`config.mk`:
```
export PLATFORM = sky130hd
export DESIGN_NAME = instr_fetch_buffer
export DESIGN_NICKNAME = d
export VERILOG_FILES = /design/src/rtl/instr_fetch_buffer.sv
export SDC_FILE = /design/constraint.sdc
export NUM_CORES = 1
export LEC_CHECK = 0
export BUFFER_PORTS_ARGS = -buffer_cell sky130_fd_sc_hd__clkbuf_2
export CAP_MARGIN = 20
export CORE_MARGIN = 8
export CORE_UTILIZATION = 50
export CTS_CLUSTER_SIZE = 24
export DETAILED_ROUTE_END_ITERATION = 8
export PLACE_DENSITY = 0.82
export SETUP_SLACK_MARGIN = 0.4
export SYNTH_ARGS = -nofsm -noshare
export SYNTH_HDL_FRONTEND = slang
export SYNTH_SLANG_ARGS = --single-unit
```
`constraint.sdc`:
```
create_clock -name clock -period 3.95 [get_ports clock]
set_clock_uncertainty 0.05 [all_clocks]
set_input_delay 0.395 -clock clock [delete_from_list [all_inputs] [get_ports clock]]
set_output_delay 0.395 -clock clock [all_outputs]
set_load 0.05 [all_outputs]
```
`src/rtl/instr_fetch_buffer.sv`:
```
// instr_fetch_buffer
//   Queues fetched {PC, instruction} pairs between the instruction-memory
//   response path and the decode stage, and presents the head entry to
//   decode with a valid/ready handshake. A flush discards every queued entry.
//
// Parameters
//   DEPTH   number of entries (power of two, >= 2)
//   ADDR_W  PC width
// Ports
//   clock         single clock, rising edge
//   reset         asynchronous active-high clear of all pointer state
//   flush         synchronous discard of all entries at the next edge
//   inst_valid    memory returns inst_rdata / inst_pc this cycle
//   inst_rdata    fetched instruction word
//   inst_pc       PC of inst_rdata
//   inst_ready    buffer not full (push accepted)
//   InstrD        head instruction, 0 (NOP) when empty
//   PCD           head PC, 0 when empty
//   instr_valid   head entry valid (not empty)
//   decode_ready  decode consumes the head entry this cycle
//   level         number of queued entries
module instr_fetch_buffer #(
  parameter int DEPTH  = 4,
  parameter int ADDR_W = 32
) (
  input  logic                     clock,
  input  logic                     reset,
  input  logic                     flush,
  input  logic                     inst_valid,
  input  logic [31:0]              inst_rdata,
  input  logic [ADDR_W-1:0]        inst_pc,
  output logic                     inst_ready,
  output logic [31:0]              InstrD,
  output logic [ADDR_W-1:0]        PCD,
  output logic                     instr_valid,
  input  logic                     decode_ready,
  output logic [$clog2(DEPTH):0]   level
);

  // Pointers carry one extra wrap bit so full and empty are distinguishable.
  localparam int PW = $clog2(DEPTH) + 1;
  localparam int IW = PW - 1;
  localparam logic [PW-1:0] PTR_ONE = PW'(1);

  logic [PW-1:0]     wptr_q, wptr_d;
  logic [PW-1:0]     rptr_q, rptr_d;
  logic [31:0]       instr_mem_q [DEPTH];
  logic [ADDR_W-1:0] pc_mem_q    [DEPTH];

  logic full, empty, push, pop;

  assign empty = (wptr_q == rptr_q);
  assign full  = (wptr_q[IW-1:0] == rptr_q[IW-1:0]) && (wptr_q[IW] != rptr_q[IW]);

  // inst_ready is taken from the current full state only, so a same-cycle
  // pop never opens a slot for a same-cycle push.
  assign push = inst_valid && !full && !flush;
  assign pop  = !empty && decode_ready && !flush;

  always_comb begin
    wptr_d = wptr_q;
    rptr_d = rptr_q;
    if (flush) begin
      wptr_d = '0;
      rptr_d = '0;
    end else begin
      if (push) wptr_d = wptr_q + PTR_ONE;
      if (pop)  rptr_d = rptr_q + PTR_ONE;
    end
  end

  always_ff @(posedge clock or posedge reset) begin
    if (reset) begin
      wptr_q <= '0;
      rptr_q <= '0;
    end else begin
      wptr_q <= wptr_d;
      rptr_q <= rptr_d;
    end
  end

  // Storage needs no reset: it is only observable through a valid pointer range.
  always_ff @(posedge clock) begin
    if (push) begin
      instr_mem_q[wptr_q[IW-1:0]] <= inst_rdata;
      pc_mem_q[wptr_q[IW-1:0]]    <= inst_pc;
    end
  end

  assign inst_ready  = !full;
  assign instr_valid = !empty;
  assign InstrD      = empty ? '0 : instr_mem_q[rptr_q[IW-1:0]];
  assign PCD         = empty ? '0 : pc_mem_q[rptr_q[IW-1:0]];
  assign level       = wptr_q - rptr_q;

endmodule

```
==> After elaboration in Yosys (flattened, before gate mapping) <==
Memories as Yosys holds them, arrays and structs flattened.
Cells that the tools add are included.
{ "word_totals": {"register_bits": 6, "ram_bits": 256, "in_bits": 69, "out_inout_bits": 69, "wordCells": 28, "memories": 2} }
{ "classes": {"add_sub_neg": 3, "eq_ne": 3, "muxes": 8, "reduce_logical": 10} }
{ "mem_list": {"columns": ["name", "depth", "width", "read_ports", "rd_ports_with_merged_regs", "wr", "line_no", "rtl"], "rows": [
  ["instr_mem_q", 4, 32, 1, 0, 1, "47", "logic [31:0] instr_mem_q [DEPTH];"],
  ["pc_mem_q", 4, 32, 1, 0, 1, "48", "logic [ADDR_W-1:0] pc_mem_q [DEPTH];"]
]} }
{ "op_table": {"columns": ["operator", "n"], "rows": [
  ["32-bit 2-to-1 mux", 2],
  ["3-bit 2-to-1 mux", 4],
  ["3-bit by 1-bit adder with 3-bit output (second input constant)", 2],
  ["1-bit logical AND", 5],
  ["2-bit nonzero test", 2],
  ["3-bit equality test", 1],
  ["1-bit logical NOT", 3],
  ["3-bit subtractor", 1],
  ["2-bit equality test", 1],
  ["1-bit 2-to-1 mux", 2],
  ["1-bit inequality test", 1]
]} }

==> Depth between registers and ports, before layout <==
{ "logic_depth": {"depth_word": 7, "ltp_mapped": 6, "ltp_nobuf": 5} }

==> Least setup slack after synthesis <==
Ideal clock, no wire load.
{ "synth_timing": {"path_kind": "reg2reg", "startpoint": "register wptr_q[0]", "endpoint": "memory instr_mem_q[0][0], enable pin", "arrival_time_ns": 2.989, "slack_ns": 0.481, "stages_incl_launch_ff": 6, "path_cell_list": "dfrtp_1 > inv_1 > ha_1 > nand2_2 > or2_2 > and4b_1"} }
{ "synth_via": {"elab_chain_len": 7} }
{ "synth_lines": {"columns": ["item", "line_no", "rtl"], "rows": [
  ["from (decl)", "45", "logic [PW-1:0] wptr_q, wptr_d;"],
  ["from (signal assigned)", "77", "wptr_q <= wptr_d;"],
  ["2-bit equality test", "53", "assign full = (wptr_q[IW-1:0] == rptr_q[IW-1:0]) && (wptr_q[IW] != rptr_q[IW]);"],
  ["1-bit logical AND", "53", null],
  ["1-bit logical NOT", null, null],
  ["named net inst_ready", "32", "output logic inst_ready,"],
  ["1-bit logical AND (2 in a row)", "57", "assign push = inst_valid && !full && !flush;"],
  ["1-bit 2-to-1 mux", "84", "if (push) begin"],
  ["1-bit 2-to-1 mux (not written as such)", "85", "instr_mem_q[wptr_q[IW-1:0]] <= inst_rdata;"],
  ["to (decl)", "47", null]
]} }
The timed path passes the listed nets, and every way through them passes these cells.

==> Final worst setup path <==
{ "layout_timing": {"startpoint": "register rptr_q[0]", "endpoint": "output port PCD[31]"} }
{ "layout_via": {"elab_chain_len": 2} }
{ "layout_lines": {"columns": ["item", "line_no", "rtl"], "rows": [
  ["from (decl)", "46", "logic [PW-1:0] rptr_q, rptr_d;"],
  ["from (signal assigned)", "78", "rptr_q <= rptr_d;"],
  ["memory 4 x 32 bit / 3-bit equality test (equally long branches)", null, null],
  ["32-bit 2-to-1 mux (*)", "93", "assign PCD = empty ? '0 : pc_mem_q[rptr_q[IW-1:0]];"],
  ["to (decl)", "34", "output logic [ADDR_W-1:0] PCD,"]
]} }
Mark *: on every way between the ends. The rest lies on a longest branch, timed or not.

==> run summary <==
Input and output buffers added on the ports amount to approximately 140. The estimated wirelength of the detail-placed design is 12000 um. The number of placed I/O pins is roughly 140. The slack of the worst reg-to-reg path is 1160 ps. The vertical die dimension is approximately 160 um.

The total count of max-transition violations in the final report was 0. The required time of the critical path came out at around 3500 ps. The count of cells along the worst hold path is 1.

For hold timing, the worst endpoint is pc_mem_q[0][29]. The worst slew margin relative to its limit came out at between 30% and 40%. After synthesis the netlist holds a flip-flop and latch count of about 260. The number of violations of the max-capacitance limit is 0. The summed instance area of the synthesized netlist is between 10000 and 15000 um^2. The number of buffers created by CTS came out at 27. The initial antenna violation count came to 3. The remaining number of nets flagged by the antenna check after routing is 0. The area taken by flip-flops and latches is between 7000 and 8000 um^2.

The area overhead of the layout relative to synthesis came out at 18.5%. The final worst-path cycle share came out at around four fifths. Setup violations remaining at the end of the flow were counted as 0. The post-layout worst setup margin came out at about 740 ps. The source of the worst register-to-register timing path is rptr_q[0]. The flow ran to the end, and the final reports show no timing, DRC or antenna violations. The initial utilization of the core area, before any placement, comes to 50.9%. The detailed-route DRC error count is 0. The clock passes through at most 3 buffers. The endpoint identified for the worst register-to-register timing path is instr_mem_q[2][9]. After clock tree synthesis, the clock-pin slew on the worst setup and hold paths is roughly 60 ps. The maximum fanout encountered on the critical timing path came out at 35. Summing all multi-input logic gate instances after layout gives 2270 um^2. The number of global-route vias before repair came out at roughly 5600.

The length of routed wiring on met1 is 7680 um. The share of cells above drive strength 1 came out at 41.3%. The arrival time reported for the critical path endpoint came out at 2760 ps. The first-pass iteration count of the detailed router came out at 4. The minimum clock period after layout is 3210 ps. Of the synthesized area, sequential elements account for 76.1%. The summed negative setup slack over all endpoints came out at 0 ps. The number of vias in the routed layout is approximately 5000. The critical path is of the reg -> out type. In the routed layout, each cell is associated on average with a via count of approximately 5.5.

Setup repair after global routing left no endpoint under its margin. The post-synth net total is about 550. The highest metal layer with signal wires is met5.

The number of H-tree branching levels came out at 1. The wire length of the first global-routing pass is approximately 31000 um. The standard-cell row count came out at 52. STA classifies the critical path startpoint as a flip-flop. The final RePlAce weighted congestion is between 0.7 and 0.8. The worst-case setup slack after placement came out at 808 ps. By area the synthesized netlist is led by sky130_fd_sc_hd__edfxtp_1 75%, sky130_fd_sc_hd__mux4_2 14%, sky130_fd_sc_hd__and2_1 3.9%, sky130_fd_sc_hd__dfrtp_1 1.5%, sky130_fd_sc_hd__ha_1 0.85%. The routed length per instance came out at about 22 um. In this run the worst hold path is classified as in -> reg. For this design, the sink count on the clock tree is between 200 and 300. The slew at the pin with the worst max-slew slack is ~970 ps. For the worst flop-to-flop path, the logic depth is 5. Summed over all instances, the cell type with the most area after synthesis is sky130_fd_sc_hd__edfxtp_1. The total of fill cells in the finished design came out at between 1000 and 1500.

The detailed route wirelength on metal2 is between 10000 and 15000 um. The mean area per synthesized cell is approximately 22 um^2. STA classifies the critical path endpoint as a primary output. The CTS tree is done. The total wire length after detailed routing came out at approximately 20000 um. The first routing iteration left around 290 violations. Summed over its instances, the top area cell type makes up approximately 75% of the synthesized netlist area.

The die width came out at about 160 um. Derived from the worst setup path, the maximum achievable clock frequency is just over 300 MHz. The total count of hold-check failures in the final report came out at 0. The cell count after synthesis came out at 472.

The met3 wire length is ~1300 um. Entering global routing, the biggest net connects 67 pins. Clock latency on the worst-skew pair, taken at its later pin, is between 500 and 600 ps.

CTS placed an instance of sky130_fd_sc_hd__clkbuf_16 at the clock tree root. Global routing used ~15% of the available tracks across all layers. The startpoint of the worst hold path is inst_pc[29]. The core region is roughly 20000 um^2. The full die area is about 25000 um^2. The count of unique library cells instantiated by Yosys is 34. The final-stage net count is 700.

The count of warnings emitted by yosys is 0. The global-route congestion overflow total is 0.
[cells in the final DEF, fill, tap and decap left out, drive strengths merged, types with 2 or more instances in the layout]
cell type / count
and3: 4
and2: 64
mux4: 64
nand3: 3
xnor2: 2
clkbuf: 173
nand4b: 2
or4: 3
nor2: 2
nor2b: 2
and4b: 2
nand2: 4
edfxtp: 256
dfrtp: 6
clkinv: 8
inv: 7
a21oi: 3
buf: 10
a31oi: 3
nor3b: 2
ha: 7
nand4: 2
clkinvlp: 4
[state kept, by name (all words and copies together) (netlist names)]
signal	cells
rptr_q	3
instr_mem_q	128
pc_mem_q	128
wptr_q	3
[Yosys cell counts]
cell / instances
sky130_fd_sc_hd__nor2b_1: 2
sky130_fd_sc_hd__buf_2: 10
sky130_fd_sc_hd__buf_12: 4
sky130_fd_sc_hd__and2_1: 64
sky130_fd_sc_hd__and3_1: 4
sky130_fd_sc_hd__nand4b_1: 2
sky130_fd_sc_hd__xnor2_1: 2
sky130_fd_sc_hd__a21oi_1: 3
sky130_fd_sc_hd__dfrtp_1: 6
sky130_fd_sc_hd__or4_1: 3
sky130_fd_sc_hd__nor3b_1: 2
sky130_fd_sc_hd__nor2_1: 2
sky130_fd_sc_hd__or2_2: 1
sky130_fd_sc_hd__nand2_1: 3
sky130_fd_sc_hd__nor3_1: 1
sky130_fd_sc_hd__mux4_2: 64
sky130_fd_sc_hd__edfxtp_1: 256
sky130_fd_sc_hd__a31oi_1: 3
sky130_fd_sc_hd__clkbuf_1: 9
sky130_fd_sc_hd__nand3_1: 3
sky130_fd_sc_hd__nand4_1: 2
sky130_fd_sc_hd__buf_6: 2
sky130_fd_sc_hd__or3_1: 1
sky130_fd_sc_hd__clkbuf_2: 1
sky130_fd_sc_hd__inv_1: 6
sky130_fd_sc_hd__ha_1: 7
sky130_fd_sc_hd__a311oi_1: 1
sky130_fd_sc_hd__fa_1: 1
sky130_fd_sc_hd__and4b_1: 2
sky130_fd_sc_hd__a211o_2: 1
sky130_fd_sc_hd__nor4b_4: 1
sky130_fd_sc_hd__nand2_2: 1
sky130_fd_sc_hd__nor4bb_1: 1
sky130_fd_sc_hd__o211ai_1: 1
[logic make-up (layout without fill, tap and decap cells)]
kind of cell,after synthesis,count (layout),share of synthesized area [%]
XOR/XNOR,2,2,0.170
AO/OA/AOI/OAI,9,9,0.583
flip-flops,262,262,76.1
AND/OR/NAND/NOR,95,95,5.99
adder cells (fa/ha/maj),8,8,1.05
buffers and inverters,32,204,2.08
multiplexers,64,64,14.0
other,0,1,0
[layer usage]
metal / global-route usage, % / vias to the layer above
li1: - / 2236
met3: 4.45 / 36
met2: 27.5 / 176
met5: 0 / -
met4: 4.93 / 4
met1: 17.7 / 2551
[worst max-delay path, stage by stage (launching register included)]
cell	delay, ps
sky130_fd_sc_hd__dfrtp_4	640
sky130_fd_sc_hd__ha_1	510
sky130_fd_sc_hd__nand3_4	350
sky130_fd_sc_hd__buf_12	290
sky130_fd_sc_hd__and2_1	170
sky130_fd_sc_hd__clkbuf_2	240
[final cells by class]
type	instances	share of cell area, %
antenna	1	0.0205
tap	270	2.77
clock buffer	36	6.23
sequential	262	64.3
clock inverter	14	0.903
multi-input combinational	178	18.6
timing repair buffer	148	6.93
inverter	6	0.185
[stage by stage]
step	std cells	cell area (um^2)	hold slack (ps)	util, %
floorplan	472	10300	136	-
global route	915	12200	19.2	60.3
CTS	913	12200	15.4	60.2
global placement	862	11300	253	55.8
detailed placement	862	11300	257	55.8
finish	915	12200	38.9	60.3
[worst max-delay path by stage]
stage / from / endpoint / slack, ps / depth (start not counted)
after floorplan: wptr_q[0] / instr_mem_q[0][0] / 480 / 5
after global placement: rptr_q[0] / PCD[31] / 930 / 5
after detailed placement: rptr_q[0] / PCD[31] / 810 / 5
after CTS: rptr_q[0] / PCD[1] / 480 / 4
after global routing: rptr_q[0] / PCD[31] / 550 / 5
final: rptr_q[0] / PCD[31] / 740 / 5
[timing repair]
item / in CTS / in global routing
setup buffers: 0 / 1
hold buffers: 1 / 0
setup endpoints to repair: 34 / 13
endpoints found under the hold margin: 6 / 0
gates resized for setup: 1 / 0
Power is not shown: default switching activity piles up to over one toggle a cycle in this logic, so the estimate is an artifact.
